--- config.mk ---
export PLATFORM = sky130hd
export DESIGN_NAME = acq_ctrl
export DESIGN_NICKNAME = d
export VERILOG_FILES = /design/src/rtl/acq_pkg.sv /design/src/rtl/acq_ctrl_decim_strobe.sv /design/src/rtl/acq_ctrl.sv
export SDC_FILE = /design/constraint.sdc
export NUM_CORES = 1
export LEC_CHECK = 0
export CAP_MARGIN = 20
export CORE_MARGIN = 10
export CORE_UTILIZATION = 34
export DETAILED_ROUTE_END_ITERATION = 16
export GPL_TIMING_DRIVEN = 0
export PLACE_DENSITY = 0.63
export SYNTH_ARGS = -nofsm -noshare
export SYNTH_HDL_FRONTEND = slang
export SYNTH_SLANG_ARGS = --single-unit
--- constraint.sdc ---
create_clock -name in_clk -period 3.4 [get_ports in_clk]
set_input_delay 0.85 -clock in_clk [delete_from_list [all_inputs] [get_ports in_clk]]
set_output_delay 0.85 -clock in_clk [all_outputs]
set_load 0.005 [all_outputs]
--- src/rtl/acq_pkg.sv ---
// Shared types and default widths for the acquisition controller.
// The ARM state exists only when ACQ_TRIGGER_EN is defined.
package acq_pkg;

  localparam int W        = 16;
  localparam int RATE_W   = 8;
  localparam int LEN_W    = 12;
  localparam int RATE_MIN = 1;

  typedef enum logic [2:0] {
    S_IDLE    = 3'd0,
`ifdef ACQ_TRIGGER_EN
    S_ARM     = 3'd1,
`endif
    S_CAPTURE = 3'd2,
    S_FLUSH   = 3'd3,
    S_DONE    = 3'd4
  } state_e;

endpackage

--- src/rtl/acq_ctrl_decim_strobe.sv ---
// Phase counter for decimation: asserts keep on the valid sample whose phase is 0,
// then counts valid cycles modulo rate. rate is expected to be already normalised (>= 1).
module decim_strobe #(
  parameter int RATE_W = acq_pkg::RATE_W
) (
  input  logic              in_clk,
  input  logic              rst,
  input  logic              clear,
  input  logic [RATE_W-1:0] rate,
  input  logic              in_valid,
  output logic              keep
);
  import acq_pkg::*;

  logic [RATE_W-1:0] phase_q, phase_d;

  // NOTE: every variable written in always_comb gets a default first, so no path infers a latch.
  always_comb begin
    phase_d = phase_q;
    if (clear) begin
      phase_d = '0;
    end else if (in_valid) begin
      phase_d = (phase_q >= rate - 1'b1) ? '0 : phase_q + 1'b1;
    end
  end

  assign keep = in_valid && !clear && (phase_q == '0);

  // NOTE: sequential state uses non-blocking assignments so all flops update from pre-edge values.
  always_ff @(posedge in_clk or posedge rst) begin
    if (rst) phase_q <= '0;
    else     phase_q <= phase_d;
  end

endmodule

--- src/rtl/acq_ctrl.sv ---
// Start/stop frame capture: decimates the sample stream by rate and emits frame_len slots
// with out_last and a done pulse. Define ACQ_TRIGGER_EN to add a level trigger (ARM state).
module acq_ctrl #(
  parameter int W      = acq_pkg::W,
  parameter int RATE_W = acq_pkg::RATE_W,
  parameter int LEN_W  = acq_pkg::LEN_W
) (
  input  logic              in_clk,
  input  logic              rst,
  input  logic              start,
  input  logic              abort,
  input  logic [RATE_W-1:0] rate,
  input  logic [LEN_W-1:0]  frame_len,
  input  logic              in_valid,
  input  logic [W-1:0]      in_data,
`ifdef ACQ_TRIGGER_EN
  input  logic signed [W-1:0] trig_level,
`endif
  output logic              out_valid,
  output logic [W-1:0]      out_data,
  output logic              out_last,
  input  logic              out_ready,
  output logic              busy,
  output logic              done,
  output logic              overrun
);
  import acq_pkg::*;

  state_e            state_q, state_d;
  logic [RATE_W-1:0] rate_q, rate_d;
  logic [LEN_W-1:0]  len_q, len_d;
  logic [LEN_W-1:0]  slot_q, slot_d;
  logic              out_valid_q, out_valid_d;
  logic [W-1:0]      out_data_q, out_data_d;
  logic              out_last_q, out_last_d;
  logic              overrun_q, overrun_d;

  logic accept_start, strobe_valid, keep, final_slot, out_free;

`ifdef ACQ_TRIGGER_EN
  logic signed [W-1:0] prev_q, prev_d;
  logic                prev_valid_q, prev_valid_d;
  logic                crossing;

  assign crossing = in_valid && prev_valid_q && (prev_q < trig_level) &&
                    (trig_level <= $signed(in_data));
  assign strobe_valid = in_valid &&
                        ((state_q == S_CAPTURE) || ((state_q == S_ARM) && crossing));
`else
  assign strobe_valid = in_valid && (state_q == S_CAPTURE);
`endif

  assign accept_start = (state_q == S_IDLE) && start && !abort && (frame_len != '0);
  assign final_slot   = (slot_q == len_q - 1'b1);
  assign out_free     = !out_valid_q || out_ready;

  decim_strobe #(.RATE_W(RATE_W)) u_strobe (
    .in_clk   (in_clk),
    .rst      (rst),
    .clear    (accept_start),
    .rate     (rate_q),
    .in_valid (strobe_valid),
    .keep     (keep)
  );

  always_comb begin
    state_d     = state_q;
    rate_d      = rate_q;
    len_d       = len_q;
    slot_d      = slot_q;
    out_valid_d = out_valid_q;
    out_data_d  = out_data_q;
    out_last_d  = out_last_q;
    overrun_d   = overrun_q;
`ifdef ACQ_TRIGGER_EN
    prev_d       = prev_q;
    prev_valid_d = prev_valid_q;
`endif

    if (out_valid_q && out_ready) begin
      out_valid_d = 1'b0;
      out_last_d  = 1'b0;
    end

    case (state_q)
      S_IDLE: begin
        if (accept_start) begin
          rate_d    = (rate == '0) ? RATE_W'(RATE_MIN) : rate;
          len_d     = frame_len;
          slot_d    = '0;
          overrun_d = 1'b0;
`ifdef ACQ_TRIGGER_EN
          prev_valid_d = 1'b0;
          state_d      = S_ARM;
`else
          state_d   = S_CAPTURE;
`endif
        end
      end
`ifdef ACQ_TRIGGER_EN
      S_ARM: begin
        if (in_valid) begin
          prev_d       = $signed(in_data);
          prev_valid_d = 1'b1;
        end
        if (crossing) state_d = S_CAPTURE;
      end
`endif
      S_FLUSH: if (out_free) state_d = S_DONE;
      S_DONE:  state_d = S_IDLE;
      default: ;
    endcase

    // A kept sample always consumes a slot, whether it reaches the output or is dropped.
    if (keep) begin
      if (out_free) begin
        out_valid_d = 1'b1;
        out_data_d  = in_data;
        out_last_d  = final_slot;
      end else begin
        overrun_d = 1'b1;
      end
      if (final_slot) state_d = S_FLUSH;
      else            slot_d  = slot_q + 1'b1;
    end

    if (abort && (state_q != S_IDLE)) begin
      state_d     = S_IDLE;
      out_valid_d = 1'b0;
      out_last_d  = 1'b0;
    end
  end

  always_ff @(posedge in_clk or posedge rst) begin
    if (rst) begin
      state_q     <= S_IDLE;
      rate_q      <= RATE_W'(RATE_MIN);
      len_q       <= '0;
      slot_q      <= '0;
      out_valid_q <= 1'b0;
      out_data_q  <= '0;
      out_last_q  <= 1'b0;
      overrun_q   <= 1'b0;
`ifdef ACQ_TRIGGER_EN
      prev_q       <= '0;
      prev_valid_q <= 1'b0;
`endif
    end else begin
      state_q     <= state_d;
      rate_q      <= rate_d;
      len_q       <= len_d;
      slot_q      <= slot_d;
      out_valid_q <= out_valid_d;
      out_data_q  <= out_data_d;
      out_last_q  <= out_last_d;
      overrun_q   <= overrun_d;
`ifdef ACQ_TRIGGER_EN
      prev_q       <= prev_d;
      prev_valid_q <= prev_valid_d;
`endif
    end
  end

  assign out_valid = out_valid_q;
  assign out_data  = out_data_q;
  assign out_last  = out_last_q;
  assign overrun   = overrun_q;
  assign busy      = (state_q != S_IDLE);
  assign done      = (state_q == S_DONE);

endmodule

==> results.sh <==
export IMPL_grt_first_pass_wirelength_um=13900
export IMPL_routedLengthMet1_um=3880
export IMPL_synth_edf_count=0
export IMPL_yosysUniqueCellTypes=52
export IMPL_final_common_cell="clkdlybuf4s50_1"
export IMPL_initial_utilization_pct=35.3
export IMPL_fin_nets=474
export IMPL_grt_use_total_pct=11.6
export IMPL_finalPower_w=0.00331
export IMPL_vdd_drop_max_mv=0.357
export IMPL_antenna_found_initial=0
export IMPL_cp_startpoint="len_q[2]"
export IMPL_place_gp_congestion=0.799
export IMPL_wl_met2_um=4110
export IMPL_root_buffer="clkbuf_8"
export IMPL_total_leakage_power_nw=1.89
export IMPL_hold_path_class="flip-flop to flip-flop"
export IMPL_finalSetupViolCount=0
export IMPL_cts_sinks=62
export IMPL_required_ns=3.62
export IMPL_dieArea_sq_um=14700
export IMPL_clk_pin_slew_ns=0.07
export IMPL_cts_htree_levels=3
export IMPL_io_pins=63
export IMPL_coreArea_sq_um=9860
export IMPL_avgRoutedWirePerCell_um=15.1
export IMPL_critical_path_class="flip-flop to flip-flop"
export IMPL_fin_skew_ns=0.0154
export IMPL_io_buffer_count=62
export IMPL_utilization_pct=45.8
export IMPL_reg2reg_from="len_q[2]"
export IMPL_num_vias=2807
export IMPL_dieHeight_um=121
export IMPL_syn_num_nets=400
export IMPL_crit_fanout=10
export IMPL_drv_slew=0
export IMPL_yosysSeqAreaShare_pct=44.6
export IMPL_hold_viol=0
export IMPL_die_width_um=121
export IMPL_crit_path_start_kind="flip-flop"
export IMPL_rsz0062_at_grt="false"
export IMPL_drc=0
export IMPL_synth_cells=345
export IMPL_drv_cap=0
export IMPL_grt_max_degree=35
export IMPL_status="finished clean"
export IMPL_critical_path_arrival_ns=3.45
export IMPL_ys_flop_type="dfrtp_1"
export IMPL_worst_pin_slew_ns=0.893
export IMPL_instances_no_fill=557
export IMPL_insertion_delay_ns=0.35
export IMPL_whs_ns=0.505
export IMPL_max_stage_delay_ns=0.52
export IMPL_max_slew_margin_pct=40.2
export IMPL_power_density_nw_per_um2=733
export IMPL_row_count=36
export IMPL_cts_buffers=9
export IMPL_finalCritPeriodShare_pct=95.0
export IMPL_top_layer_used="met4"
export IMPL_syn_avg_cell_area_sq_um=10.1
export IMPL_overflow=0
export IMPL_mostFrequentLayoutCells="clkdlybuf4s50_1, dfrtp_1, mux2_2"
export IMPL_ant_nets=0
export IMPL_cp_buffers_inverters=2
export IMPL_dp_hpwl_um=6480
export IMPL_cp_top_family="compound AO/OA/AOI/OAI gates"
export IMPL_diodes=0
export IMPL_synthesis_area_sq_um=3480
export IMPL_end_kind="flip-flop"
export IMPL_max_freq_mhz=310
export IMPL_slowest_stage="or4_1"
export IMPL_cts_buffer_depth=2
export IMPL_cts_tree="done"
export IMPL_post_drt_via_cell_ratio=5.04
export IMPL_period_needed_ns=3.23
export IMPL_layout_drive_gt1_share_pct=16.0
export IMPL_grt_pass1_vias=2826
export IMPL_synth_warnings=0
export IMPL_synthArstFlopShare_pct=100
export IMPL_hp_start="out_data[13]"
export IMPL_drtIter0Drc=150
export IMPL_placed_cells=541
export IMPL_routed_wl_met3_um=395
export IMPL_post_cts_buffers=0
export IMPL_synth_ff_latch_count=62
export IMPL_finalWirelength_um=8420
export IMPL_area_delta_synth_final_pct=29.7
export IMPL_drtPass1Iterations=5
export IMPL_crit_chain="or4_1 -> buf_2 -> o22ai_2 -> or3b_1 -> a221o_1 -> o31ai_4 -> buf_6 -> nor2_2 -> a211o_1"
==> cells in the mapped netlist, drive strengths merged, types with 5 or more instances <==
cell type	n	area [sq um]
nor3	10	50.1
clkbuf	7	26.3
nor4	9	56.3
nand2	28	105
nand2b	5	31.3
or4	7	53.8
xnor2	15	131
nand3	13	65.1
a21oi	10	50.1
ha	13	163
mux2	33	372
dfrtp	61	1530
or3	5	31.3
nor2	19	73.8
inv	16	60.1
o21ai	21	105
a21o	7	52.6
nor2b	5	31.3
==> routing by layer <==
| metal | vias up | track usage, % |
|---|---|---|
| li1 | 1395 | - |
| met1 | 1348 | 14.7 |
| met2 | 60 | 19.2 |
| met3 | 4 | 2.65 |
| met4 | 0 | 3.35 |
| met5 | - | 0 |
==> kinds of logic (layout without fill, tap and decap cells) <==
family	after synthesis	count (layout)	synth area share (%)
flops	62	62	44.6
mux	36	36	11.5
simple gates	129	129	20.1
buf+inv	27	106	3.23
xor+xnor	17	17	4.28
fa+ha+maj	13	13	4.67
compound gates	61	61	11.6
==> report_power, final <==
group / total (W) / internal (W) / switching (W)
clock: 0.000732 / 0.000415 / 0.000317
sequential: 0.00125 / 0.00100 / 0.000243
combinational: 0.00133 / 0.000750 / 0.000582
==> sequential cells by signal (all words and copies together), names as in the netlist <==
signal	flops
slot_q	12
out_data	16
state_q	3
u_strobe.phase_q	8
overrun	1
out_last	1
len_q	12
out_valid	1
rate_q	8
==> through the flow <==
stage	area, sq um	TNS (ns)	setup slack (ns)
floorplan	3480	0	0.486
global route	4520	0	0.0349
CTS	4510	0	0.176
detailed placement	4290	-0.134	-0.0378
global placement	4270	-10.73	-0.178
finish	4520	0	0.171
==> worst paths after layout <==
kind | end | slack, ns | cells after the start
worst max-delay path | slot_q[7] | 0.17 | 9
worst min-delay path | out_data[13] | 0.51 | 1
worst max register to register | slot_q[7] | 0.17 | 9
worst min register to register | out_data[13] | 0.51 | 1
max in group asynchronous | rate_q[0] | 1.76 | 3
min in group asynchronous | len_q[3] | 0.96 | 2
==> layout make-up <==
class	instances	area [sq um]
repair buffers	63	641
clock buffers	9	124
fillers	909	5350
clock inverters	7	97.6
flip-flops and latches	62	1550
inverters	16	60.1
well taps	133	166
plain buffers	11	52.6
multi-input cells	256	1820
==> timing repair <==
item,in CTS,in global routing
hold buffers,0,0
endpoints found under the setup margin,0,7
gates resized for setup,0,1
(Power assumes the default switching activity.)
